==> src/rtl/irig_frame_decoder.sv <==
// IRIG time-code frame decoder: hunts for the double-MARK frame reference,
// captures FRAME_LEN symbols, checks MARK positions, and publishes the frame
// and its BCD time fields.
// Latency: outputs are registered; frame_valid and issue pulse one cycle
//   after the edge that completes the frame or detects the error.
// Backpressure: none. A symbol is consumed on every edge with sym_valid && en.
// Ports:
//   clk, hrd_rst_n (async, active-low), en, sym_valid, sym[1:0]
//   state, sym_idx, frame_bits, time_sec/min/hour/day/year,
//   frame_valid, locked, issue, err_cnt
module irig_frame_decoder #(
  parameter int FRAME_LEN   = 100,
  parameter int LOCK_N      = 3,
  parameter int TIMEOUT_CYC = 1000
) (
  input  logic                 clk,
  input  logic                 hrd_rst_n,
  input  logic                 en,
  input  logic                 sym_valid,
  input  logic [1:0]           sym,
  output logic [1:0]           state,
  output logic [6:0]           sym_idx,
  output logic [FRAME_LEN-1:0] frame_bits,
  output logic [6:0]           time_sec,
  output logic [6:0]           time_min,
  output logic [5:0]           time_hour,
  output logic [9:0]           time_day,
  output logic [7:0]           time_year,
  output logic                 frame_valid,
  output logic                 locked,
  output logic                 issue,
  output logic [7:0]           err_cnt
);

  localparam int TW = $clog2(TIMEOUT_CYC + 1);

  typedef enum logic [1:0] {
    S_HUNT  = 2'd0,
    S_MARK1 = 2'd1,
    S_RECV  = 2'd2,
    S_END   = 2'd3
  } st_e;

  localparam logic [1:0] SYM_ONE  = 2'b01;
  localparam logic [1:0] SYM_MARK = 2'b10;

  st_e                  state_q;
  logic [6:0]           idx_q;
  logic [FRAME_LEN-1:0] cap_q;
  logic [FRAME_LEN-1:0] frame_q;
  logic [TW-1:0]        tmo_q;
  logic [3:0]           good_q;
  logic                 fv_q, iss_q, lock_q;
  logic [7:0]           err_q;
  logic [6:0]           sec_q, min_q;
  logic [5:0]           hour_q;
  logic [9:0]           day_q;
  logic [7:0]           year_q;

  logic                 acc, is_mark, is_data, want_mark, sym_ok;
  logic                 tmo_hit, err_ev, last;
  logic [FRAME_LEN-1:0] cap_d;
  logic [3:0]           good_d;

  always_comb begin
    acc       = sym_valid & en;
    is_mark   = (sym == SYM_MARK);
    is_data   = ~sym[1];
    // END only ever accepts the next frame's reference MARK
    want_mark = (state_q == S_END) || ((idx_q % 7'd10) == 7'd9);
    sym_ok    = want_mark ? is_mark : is_data;
    // Fires on the edge that would make the idle count reach TIMEOUT_CYC;
    // an accepted symbol on that same edge takes precedence.
    tmo_hit   = (state_q != S_HUNT) && !acc && (tmo_q == TW'(TIMEOUT_CYC - 1));
    err_ev    = en && ((state_q == S_RECV) || (state_q == S_END)) &&
                ((acc && !sym_ok) || tmo_hit);
    last      = (idx_q == 7'(FRAME_LEN - 1));
    cap_d     = cap_q;
    cap_d[idx_q] = (sym == SYM_ONE);
    good_d    = (good_q == 4'(LOCK_N)) ? good_q : good_q + 4'd1;
  end

  always_ff @(posedge clk or negedge hrd_rst_n) begin
    if (!hrd_rst_n) begin
      state_q <= S_HUNT;
      idx_q   <= '0;
      cap_q   <= '0;
      frame_q <= '0;
      tmo_q   <= '0;
      good_q  <= '0;
      fv_q    <= 1'b0;
      iss_q   <= 1'b0;
      lock_q  <= 1'b0;
      err_q   <= '0;
      sec_q   <= '0;
      min_q   <= '0;
      hour_q  <= '0;
      day_q   <= '0;
      year_q  <= '0;
    end else begin
      fv_q  <= 1'b0;
      iss_q <= 1'b0;
      tmo_q <= (state_q == S_HUNT || acc) ? '0 : tmo_q + TW'(1);
      if (!en) begin
        // Disable wins over any symbol presented in the same cycle.
        state_q <= S_HUNT;
        idx_q   <= '0;
        tmo_q   <= '0;
        good_q  <= '0;
        lock_q  <= 1'b0;
      end else if (err_ev) begin
        state_q <= S_HUNT;
        idx_q   <= '0;
        tmo_q   <= '0;
        good_q  <= '0;
        lock_q  <= 1'b0;
        iss_q   <= 1'b1;
        if (err_q != 8'hFF) err_q <= err_q + 8'd1;
      end else begin
        unique case (state_q)
          S_HUNT: begin
            if (acc && is_mark) state_q <= S_MARK1;
          end
          S_MARK1: begin
            if (acc) begin
              if (is_mark) begin
                state_q <= S_RECV;
                idx_q   <= 7'd1;
                cap_q   <= '0;
              end else begin
                state_q <= S_HUNT;
              end
            end else if (tmo_hit) begin
              // Not yet synchronised, so a stall here is not reported.
              state_q <= S_HUNT;
              tmo_q   <= '0;
            end
          end
          S_RECV: begin
            if (acc) begin
              cap_q <= cap_d;
              if (last) begin
                state_q <= S_END;
                idx_q   <= '0;
                frame_q <= cap_d;
                // Highest field bit is symbol 58, inside the 60-symbol minimum.
                sec_q   <= {cap_d[8:6],   cap_d[4:1]};
                min_q   <= {cap_d[17:15], cap_d[13:10]};
                hour_q  <= {cap_d[26:25], cap_d[23:20]};
                day_q   <= {cap_d[41:40], cap_d[38:35], cap_d[33:30]};
                year_q  <= {cap_d[58:55], cap_d[53:50]};
                fv_q    <= 1'b1;
                good_q  <= good_d;
                lock_q  <= (good_d == 4'(LOCK_N));
              end else begin
                idx_q <= idx_q + 7'd1;
              end
            end
          end
          S_END: begin
            if (acc) begin
              state_q <= S_RECV;
              idx_q   <= 7'd1;
              cap_q   <= '0;
            end
          end
          default: state_q <= S_HUNT;
        endcase
      end
    end
  end

  assign state       = state_q;
  assign sym_idx     = idx_q;
  assign frame_bits  = frame_q;
  assign time_sec    = sec_q;
  assign time_min    = min_q;
  assign time_hour   = hour_q;
  assign time_day    = day_q;
  assign time_year   = year_q;
  assign frame_valid = fv_q;
  assign locked      = lock_q;
  assign issue       = iss_q;
  assign err_cnt     = err_q;

endmodule

==> config.mk <==
export PLATFORM = sky130hd
export DESIGN_NAME = irig_frame_decoder
export DESIGN_NICKNAME = d
export VERILOG_FILES = /design/src/rtl/irig_frame_decoder.sv
export SDC_FILE = /design/constraint.sdc
export NUM_CORES = 1
export LEC_CHECK = 0
export BUFFER_PORTS_ARGS = -buffer_cell sky130_fd_sc_hd__buf_2
export CAP_MARGIN = 25
export CORE_UTILIZATION = 35
export CTS_CLUSTER_DIAMETER = 200
export DETAILED_ROUTE_END_ITERATION = 10
export PLACE_DENSITY_LB_ADDON = 0.15
export SLEW_MARGIN = 20
export SYNTH_ARGS = -nofsm -noshare
export SYNTH_HDL_FRONTEND = slang
export SYNTH_SLANG_ARGS = --single-unit
export TNS_END_PERCENT = 10
==> constraint.sdc <==
create_clock -name clk -period 2.5 [get_ports clk]
set_input_delay 0.375 -clock clk [delete_from_list [all_inputs] [get_ports clk]]
set_output_delay 0.375 -clock clk [all_outputs]
set_load 0.005 [all_outputs]
After elaboration in Yosys (flattened, before gate mapping)
Cells that the tools add are included.
{"block": "totals", "out_inout_bits": 158, "ff_bits": 272, "elab_cells": 124, "inputBits": 6}
{"block": "op_classes", "n_addsub": 4, "div_mod_pow": 1, "magnitude_cmp": 2, "n_reduce_logical": 22, "muxes": 51, "bitwise_logic": 3, "eq_ne": 26}
{"operator": "$mux 100", "count": 4}
{"operator": "$pmux 100 s3", "count": 1}
{"operator": "$bwmux 100", "count": 1}
{"operator": "$mux 10", "count": 6}
{"operator": "$mux 7", "count": 7}
{"operator": "$mux 4", "count": 6}
{"operator": "$pmux 7 s3", "count": 1}
{"operator": "$ne 4x4->1 const B", "count": 5}
{"operator": "$mux 2", "count": 9}
{"operator": "$reduce_and 5->1", "count": 3}
{"operator": "$mux 1", "count": 14}
{"operator": "$add 10x1->10 const B", "count": 1}
{"operator": "$eq 10x10->1 const B", "count": 1}
{"operator": "$ne 3x1->1 const B", "count": 3}
{"operator": "$add 8x1->8 const B", "count": 1}
{"operator": "$eq 4x2->1 const B", "count": 2}
{"operator": "$lt 7x8->1 const B", "count": 1}
{"operator": "$ne 2x2->1 const B", "count": 4}
{"operator": "$ne 8x8->1 const B", "count": 1}
{"operator": "$pmux 2 s4", "count": 1}
{"operator": "$add 7x1->7 const B", "count": 1}
{"operator": "$demux 1 s7", "count": 1}
{"operator": "$eq 7x4->1 const B", "count": 1}
{"operator": "$eq 7x7->1 const B", "count": 1}
{"operator": "other kinds (18)", "count": 33}

Longest topological paths before layout
Gate-level depths: netlist of run 1.
{"block": "logic_depth", "ltp_word": 10, "mapped_depth": 12, "depth_no_buf": 9}

Least setup slack after synthesis of run 1
Ideal clock, no wire load.
{"block": "synth_path", "path_kind": "reg-to-reg", "start": "reg idx_q[5] (netlist: sym_idx[5])", "end": "reg err_q[7] (netlist: err_cnt[7])", "period_less_slack_ns": 2.630, "t_required_ns": 2.373, "slack_ns": -0.130, "path_stages_with_launch": 9, "arrival_ns": 2.503, "setup_time_ns": 0.127, "path_buffers": 0, "path_cell_list": "dfrtp_1 -> nor2b_1 -> mux2_1 -> or4b_1 -> and2_4 -> a221oi_2 -> a21oi_1 -> nand4_1 -> mux2_1"}
{"block": "synth_between", "elab_chain_len": 9}
{"item": "from (decl)", "line": "48", "text": "logic [6:0] idx_q;"}
{"item": "from (signal assigned)", "line": "156", "text": "idx_q <= idx_q + 7'd1;"}
{"item": "$mod 7x4->7", "line": "70", "text": "want_mark = (state_q == S_END) || ((idx_q % 7'd10) == 7'd9);"}
{"item": "$eq 7x4->1", "line": "70"}
{"item": "$logic_or 1x1->1", "line": "70"}
{"item": "$mux 1", "line": "71", "text": "sym_ok = want_mark ? is_mark : is_data;"}
{"item": "$logic_not 1->1", "line": "76", "text": "((acc && !sym_ok) || tmo_hit);"}
{"item": "$logic_and 1x1->1", "line": "76"}
{"item": "$logic_or 1x1->1", "line": "76"}
{"item": "$logic_and 1x1->1", "line": "75", "text": "err_ev = en && ((state_q == S_RECV) || (state_q == S_END)) &&"}
{"item": "$reduce_and 3->1 (no source line)"}
{"item": "to (signal assigned)", "line": "118", "text": "if (err_q != 8'hFF) err_q <= err_q + 8'd1;"}
{"item": "to (decl)", "line": "54", "text": "logic [7:0] err_q;"}
Every way passes these cells.
A chain may end at the register's enable or synchronous reset.

Final worst setup path of run 1
{"block": "layout_path", "start": "reg idx_q[3] (netlist: sym_idx[3])", "end": "reg frame_q[70] (netlist: frame_bits[70])"}
{"block": "layout_between", "elab_chain_len": 10, "elab_cells_between_ends": 17, "cone_classes": "div: 1; order compare: 2; eq/ne: 2; mux: 4; bitwise: 1; reduce/logical: 7"}
{"item": "$mod 7x4->7", "line": "70"}
{"item": "$eq 7x4->1", "line": "70"}
{"item": "$logic_or 1x1->1", "line": "70"}
{"item": "$mux 1", "line": "71"}
{"item": "$logic_not 1->1", "line": "76"}
{"item": "$logic_and 1x1->1", "line": "76"}
{"item": "$logic_or 1x1->1", "line": "76"}
{"item": "$logic_and 1x1->1", "line": "75"}
{"item": "$not 1->1 (no source line)"}
{"item": "$reduce_and 5->1 (no source line)"}
{"item": "to (signal assigned)", "line": "145", "text": "frame_q <= cap_d;"}
{"item": "to (decl)", "line": "50", "text": "logic [FRAME_LEN-1:0] frame_q;"}
Several ways; a longest one is shown, not always the timed one.

==> qor.yml, run 1 <==
swShare: 0.2214
ctsHtreeMaxLevel: 1
finalSetupViolations: 157
status: "finished with violations"
syn2layout_area_growth_pct: 27.11
hold_violations: 0
slew_violations: 0
arrival_ns: 3.12
grt_usage: 0.2024
max_freq_ghz: 0.3773
critical_path_class: "flip-flop to flip-flop"
synth-seq-cells: 234
grt_setup_unrepaired: "yes"
routed_wl_mm: 36.89
wire_per_inst_um: 18.83
syn_area_um2: 12060
final.period_utilization: 1.060
yosysUniqueCellTypes: 68
grt_antenna_before_repair: 0
dp_slack_ns: -0.2167
dp_hpwl_mm: 22.35
dieArea_um2: 35210
stdcell_area_um2: 15330
syn-num-nets: 1337
clkTransAtPathRegs_ns: 0.07
synth_flop_cell: "dfrtp_1"
gp_congestion: 0.7865
pwr-share-seq: 0.475
ios: 164
leakagePower_nw: 7.574
seq_area_frac_synth: 0.4855
period_needed_ns: 2.650
finClkSkew_ns: 0.01188
placed_area_um2: 13760
cts.path.max_buffers: 3
grt_pass1_vias: 10058
dr_total_vias: 10408
ant_nets: 0
n_antenna_cell: 0
fp.dieH_um: 187.6
yosysWarningCount: 0
synth.avg_cell_area_um2: 9.102
finalSetupTns_ns: -11.84
vias_per_cell: 5.313
cts-buffers-inserted: 27
whs_ns: 0.2093
peakVddDrop_mv: 0.4090
setup.worst_path.end_class: "flip-flop"
max_cap_violations: 0
grt_pass1_wl_mm: 57.71
grt_start_max_net_pins: 103
start_util: 0.3579
drt_iter0_drc: 753
relSlewSlack: 0.5693
final_cell_mix: "dfrtp_1 (231), nand2_1 (213), o21ai_1 (200)"
violations: "setup timing"
cts_tree: "built"
reg2reg_slack_ns: -0.15
cp.required_ns: 2.97
worst_pin_slew_ns: 0.6436
drc: 0
cts_root_buf: "clkbuf_16"
power_density_nw_per_um2: 520.9
row_count: 67
p_clk_frac: 0.499
clock_latency_ns: 0.54
coreArea_um2: 33700
final_layout_size_suffix_gt1_frac: 0.2892
grt-ovfl-total: 0
worstPathMaxFanout: 8
async_reset_ff_frac: 1.000
nNetsFinal: 1506
switchingPower_mw: 1.768
critPathLaunchType: "flip-flop"
internal-power_mw: 6.217
die_w_um: 187.6
cts_sinks: 234
p_comb_frac: 0.026
fill_cells: 3278
syn_inst: 1325
hold_path_class: "input pin to flip-flop"
drt_pass1_iterations: 5
portBuffers: 163
synth-edff-count: 0
final_common_cell: "dfrtp_1"
worst_slack_ns: -0.1503
==> repair_timing <==
item / in CTS / in global routing
setup buffers: 7 / 2
setup endpoints to repair: 231 / 231
hold endpoints to repair: 57 / 0
resized for setup: 74 / 49
cloned: 3 / 9
pin swaps: 22 / 31
hold buffers: 1 / 0
==> path summary, 6_finish.rpt <==
kind,startpoint,to,cells after the start
min in group asynchronous,hrd_rst_n,frame_bits[35],2
max in group asynchronous,hrd_rst_n,sym_idx[6],3
min reg2reg,frame_bits[67],frame_bits[67],2
max reg2reg,sym_idx[3],frame_bits[70],10
min,en,state[1],3
max,sym_idx[3],frame_bits[70],10
==> per-layer routing <==
layer,track usage,share of wire,vias to the layer above
met4,0.04847,0.017,0
met3,0.02377,0.042,41
met1,0.2884,0.47,5188
met5,0,0,-
met2,0.3271,0.47,272
li1,-,-,4907
==> cell families (layout without fill, tap and decap cells) <==
group                    Yosys count  in the layout  share of synthesized area
AO/OA/AOI/OAI                    444            444                     0.2007
XOR/XNOR                          15             15                    0.01089
adder cells (fa/ha/maj)            6              6                   0.006225
buffers and inverters            158            344                    0.07169
flip-flops                       234            234                     0.4855
multiplexers                     107            107                    0.09026
AND/OR/NAND/NOR                  361            361                     0.1347
==> power groups by stage <==
stage          combinational [mW]  clock, mW  sequential (mW)
3_3_place_gp                0.208          0             3.86
3_5_place_dp                0.208          0             3.86
5_1_grt                     0.233       4.21             3.79
4_1_cts                     0.212       4.07             3.79
2_1_floorplan              0.0660          0             3.86
6_report                    0.208       3.98             3.79
==> layout make-up <==
type | count | area (um2) | share of cell area
multi-input cells | 933 | 5722 | 0.3732
flip-flops and latches | 234 | 5859 | 0.3822
inverters | 9 | 33.78 | 0.002204
well taps | 448 | 560.5 | 0.03657
repair buffers | 289 | 2273 | 0.1483
clock buffers | 38 | 787.0 | 0.05134
clock inverters | 8 | 93.84 | 0.006121
==> flip-flops by register name, summed over array words and instances (netlist names) <==
name,flops
frame_valid,1
err_cnt,8
locked,1
frame_bits,100
sym_idx,7
state,2
issue,1
cap_q,100
tmo_q,10
good_q,4
==> worst max-delay path, stage by stage, from the launching register on <==
cell	delay (ns)
dfrtp_2	0.44
nor2b_4	0.16
mux2_4	0.31
or4b_4	0.51
and2_4	0.19
a21oi_2	0.16
a21o_1	0.15
nand3_4	0.13
buf_12	0.19
clkbuf_16	0.18
o21ai_1	0.14
==> per-stage QoR <==
stage / cells / utilization / total power [mW]
after floorplan: 1325 / - / 3.929
after global placement: 1893 / 0.4082 / 4.071
after detailed placement: 1893 / 0.4082 / 4.071
after CTS: 1949 / 0.4424 / 8.075
after global routing: 1959 / 0.4549 / 8.237
final: 1959 / 0.4549 / 7.985
==> cell usage after synthesis, drive strengths merged (10+ instances only) <==
| library cell | count | area (um2) |
|---|---|---|
| buf | 84 | 586.8 |
| nor3 | 17 | 85.08 |
| nand2 | 214 | 803.3 |
| nand3 | 19 | 95.09 |
| dfrtp | 234 | 5856 |
| nand2b | 10 | 62.56 |
| nor2b | 11 | 68.82 |
| mux2i | 103 | 1044 |
| o21ai | 297 | 1486 |
| clkbuf | 65 | 244.0 |
| xnor2 | 10 | 87.58 |
| nor2 | 53 | 231.5 |
| a21oi | 101 | 505.5 |
Note: power is estimated with default switching activity, not from simulation.
==> run 2: changes to the inputs <==
--- a/config.mk
+++ b/config.mk
@@ -5,6 +5,7 @@
 export SDC_FILE = /design/constraint.sdc
 export NUM_CORES = 1
 export LEC_CHECK = 0
+export ABC_AREA = 1
 export BUFFER_PORTS_ARGS = -buffer_cell sky130_fd_sc_hd__buf_2
 export CAP_MARGIN = 25
 export CORE_UTILIZATION = 35
==> run 2 against run 1 <==
The run now ends clean. Die area is 2.7% lower. Critical path depth is 5 higher. Register-to-register slack better by 0.38 ns. Non-clock buffer count is 64 lower. Global-route usage is 0.33 points lower. Design area is 8.5% lower. Total power is 20% higher. Setup slack better by 0.38 ns. Sequential share of layout area is 3.5 points higher. Hold slack better by 0.13 ns. Critical path type unchanged. Largest power group is now sequential cells. Highest routed layer unchanged.
==> qor.yml, run 2 <==
start_util: 0.3577  # about the same
relSlewSlack: 0.5725  # +0.003158
yosysWarningCount: 0  # unchanged
n_antenna_cell: 0  # unchanged
syn_inst: 1448  # +9.3%
ant_nets: 0  # unchanged
seq_area_frac_synth: 0.4993  # +0.01378
fin_util: 0.4279  # -0.02702
synth-edff-count: 0  # unchanged
syn2layout_area_growth_pct: 19.61
cts.path.max_buffers: 3  # unchanged
wire_per_inst_um: 17.00  # -9.7%
synth.top_cells.by_area: "dfrtp_1 (50%), nand2_1 (12%), nand4_1 (5.8%), a31oi_1 (5.2%), o21ai_0 (4.9%)"
whs_ns: 0.3439  # +0.1347 ns
synth_flop_cell: "dfrtp_1"
worst_pin_slew_ns: 0.6413  # -0.002359 ns
dp_slack_ns: 0.2010  # +0.4177 ns
fill_cells: 3357  # +2.4%
holdPathStages: 4  # +1
syn-num-nets: 1460  # +9.2%
drt_pass1_iterations: 5  # unchanged
ctsHtreeMaxLevel: 1  # unchanged
ios: 164  # unchanged
pwr-share-seq: 0.455  # -0.020
yosys-top-cells-count: "nand2_1 (373), dfrtp_1 (234), inv_1 (136)"
crit_path_max_incr_delay_ns: 0.47  # -0.04 ns
drc: 0  # unchanged
max_freq_ghz: 0.4412  # +17%
cts_tree: "built"
p_clk_frac: 0.412  # -0.087
synthAdderAreaFrac: 0.006401  # +0.0001767
portBuffers: 163  # unchanged
coreArea_um2: 32780  # -2.7%
vias_per_cell: 5.181  # -2.5%
drt_iter0_drc: 1040  # +38%
routed_wl_mm: 34.25  # -7.2%
yosysUniqueCellTypes: 35  # -49%
arrival_ns: 2.68  # -0.44 ns
switchingPower_mw: 2.590  # +46%
worstPathMaxFanout: 34  # +26
cts_root_buf: "clkbuf_16"
hold_violations: 0  # unchanged
cts_sinks: 234  # unchanged
fp.dieH_um: 185.1  # -1.4%
synthMuxAreaShare: 0.0009602  # -0.08930
async_reset_ff_frac: 1.000  # unchanged
synth_compound_area_frac: 0.1473  # -0.05341
slew_violations: 0  # unchanged
clkTransAtPathRegs_ns: 0.06  # about the same
p_comb_frac: 0.132  # +0.106
synth-seq-cells: 234  # unchanged
yosysMostFrequentCell: "nand2_1"
multi_input_area_um2: 4624  # -19%
row_count: 66  # -1.5%
worst_slack_ns: 0.2334  # +0.3837 ns
grt_antenna_before_repair: 0  # unchanged
grt_setup_unrepaired: "no"
final_cell_mix: "nand2_1 (371), dfrtp_1 (232), buf_2 (162)"
finalSetupViolations: 0  # -100%
clock_latency_ns: 0.53  # about the same
grt-ovfl-total: 0  # unchanged
synth_top_family_by_area: "simple AND/OR/NAND/NOR gates"
cp.required_ns: 2.92  # -0.05 ns
cts-buffers-inserted: 26  # -3.7%
register_area_um2: 5858  # about the same
slowest_stage: "dfrtp_1"
finClkSkew_ns: 0.01712  # +0.005239 ns
worstRegToRegCells: 15  # +5
die_w_um: 185.1  # -1.4%
max_cap_violations: 0  # unchanged
critical_path_class: "flip-flop to flip-flop"
finalSetupTns_ns: 0  # +11.84 ns
final.period_utilization: 0.9066  # -0.1535
synth_xor_area_frac: 0.01643  # +0.005537
synth.avg_cell_area_um2: 8.099  # -11%
nNetsFinal: 1567  # +4.1%
grt_start_max_net_pins: 102  # -0.97%
synth-simple-area-share: 0.2172  # +0.08256
grt_pass1_vias: 10152  # +0.93%
yosysTopAreaCellShare: 0.4993  # +0.01378
gp_congestion: 0.8860  # +13%
dr_total_vias: 10440  # +0.31%
final_layout_size_suffix_gt1_frac: 0.1914  # -0.09786
dp_hpwl_mm: 20.59  # -7.9%
critPathLaunchType: "flip-flop"
dieArea_um2: 34240  # -2.7%
status: "finished clean"
internal-power_mw: 7.028  # +13%
syn_area_um2: 11730  # -2.8%
power_density_nw_per_um2: 685.7  # +32%
grt_pass1_wl_mm: 54.65  # -5.3%
setup.worst_path.end_class: "flip-flop"
grt_usage: 0.1991  # -0.003335
synth_top_area_cell: "dfrtp_1"
leakagePower_nw: 6.862  # -9.4%
peakVddDrop_mv: 0.4813  # +18%
crit_path_cell_trace: "inv_1, o21ai_1, nor2_1, nand2_1, nand3_1, nand2_1, nand3_1, nand3_2, nand2_2, nand2_4, nand3_4, buf_6, clkbuf_16, nand2_1, nand2_1"
p_total_mw: 9.618  # +20%
period_needed_ns: 2.267  # -0.3837 ns
swShare: 0.2693  # +0.04789
hold_path_class: "input pin to flip-flop"
worst_path_most_repeated_cell: "nand2_1"
final_common_cell: "nand2_1"
-- run 2: layout make-up --
cell class,count,share of cell area
flip-flops and latches,234,0.4176
multi-input cells,927,0.3297
repair buffers,225,0.1120
clock buffers,35,0.05316
well taps,442,0.03943
inverters,141,0.03827
clock inverters,11,0.009812
-- run 2: what timing repair did --
action | in CTS | in global routing
gates resized for setup | 0 | 17
hold buffers | 1 | 0
setup buffers | 0 | 2
setup endpoints to repair | 0 | 111
endpoints found under the hold margin | 68 | 0
-- run 2: power groups by stage --
stage | Sequential (mW) | Clock, mW | Combinational (mW)
after CTS | 4.38 | 4.08 | 1.29
after global routing | 4.43 | 4.22 | 1.47
final | 4.38 | 3.97 | 1.27
after detailed placement | 4.44 | 0 | 1.28
after floorplan | 4.41 | 0 | 0.800
after global placement | 4.43 | 0 | 1.26
-- run 2: logic make-up (layout without fill, tap and decap cells) --
kind of cell               Yosys count  count (layout)
and+or+nand+nor                    581             581
AOI/OAI and AO/OA                  317             317
buffers and inverters              287             412
DFF                                234             234
xor gates and xnor gates            22              22
adders and majority gates            6               6
muxes                                1               1
-- run 2: worst paths after layout --
| path | from | to | slack, ns |
|---|---|---|---|
| max in group asynchronous | hrd_rst_n | err_cnt[1] | 1.31 |
| setup reg to reg | sym_idx[5] | frame_bits[26] | 0.23 |
| setup / recovery | sym_idx[5] | frame_bits[26] | 0.23 |
| min in group asynchronous | hrd_rst_n | frame_bits[80] | 0.43 |
| hold reg to reg | locked | locked | 0.46 |
| hold / removal | en | state[0] | 0.34 |
-- run 2: worst max-delay path: cells and delay by family (launching register included) --
kind                   cells  cell delay (ns)
buffers and inverters      3             0.51
AND/OR/NAND/NOR           11             1.01
AO/OA/AOI/OAI              1             0.17
flip-flops                 1             0.47
-- run 2: through the flow --
step	cells	cell area [um2]
4_1_cts	2010	13880
3_5_place_dp	1963	12990
5_1_grt	2015	14030
3_3_place_gp	1963	12990
2_1_floorplan	1448	11730
6_report	2015	14030
-- run 2: routing by layer --
metal,vias to the layer above,part of all wire,global-route usage
met5,-,0,0
met4,0,0.022,0.05223
met3,51,0.042,0.02182
met2,288,0.47,0.3271
met1,5076,0.46,0.2780
li1,5025,-,-
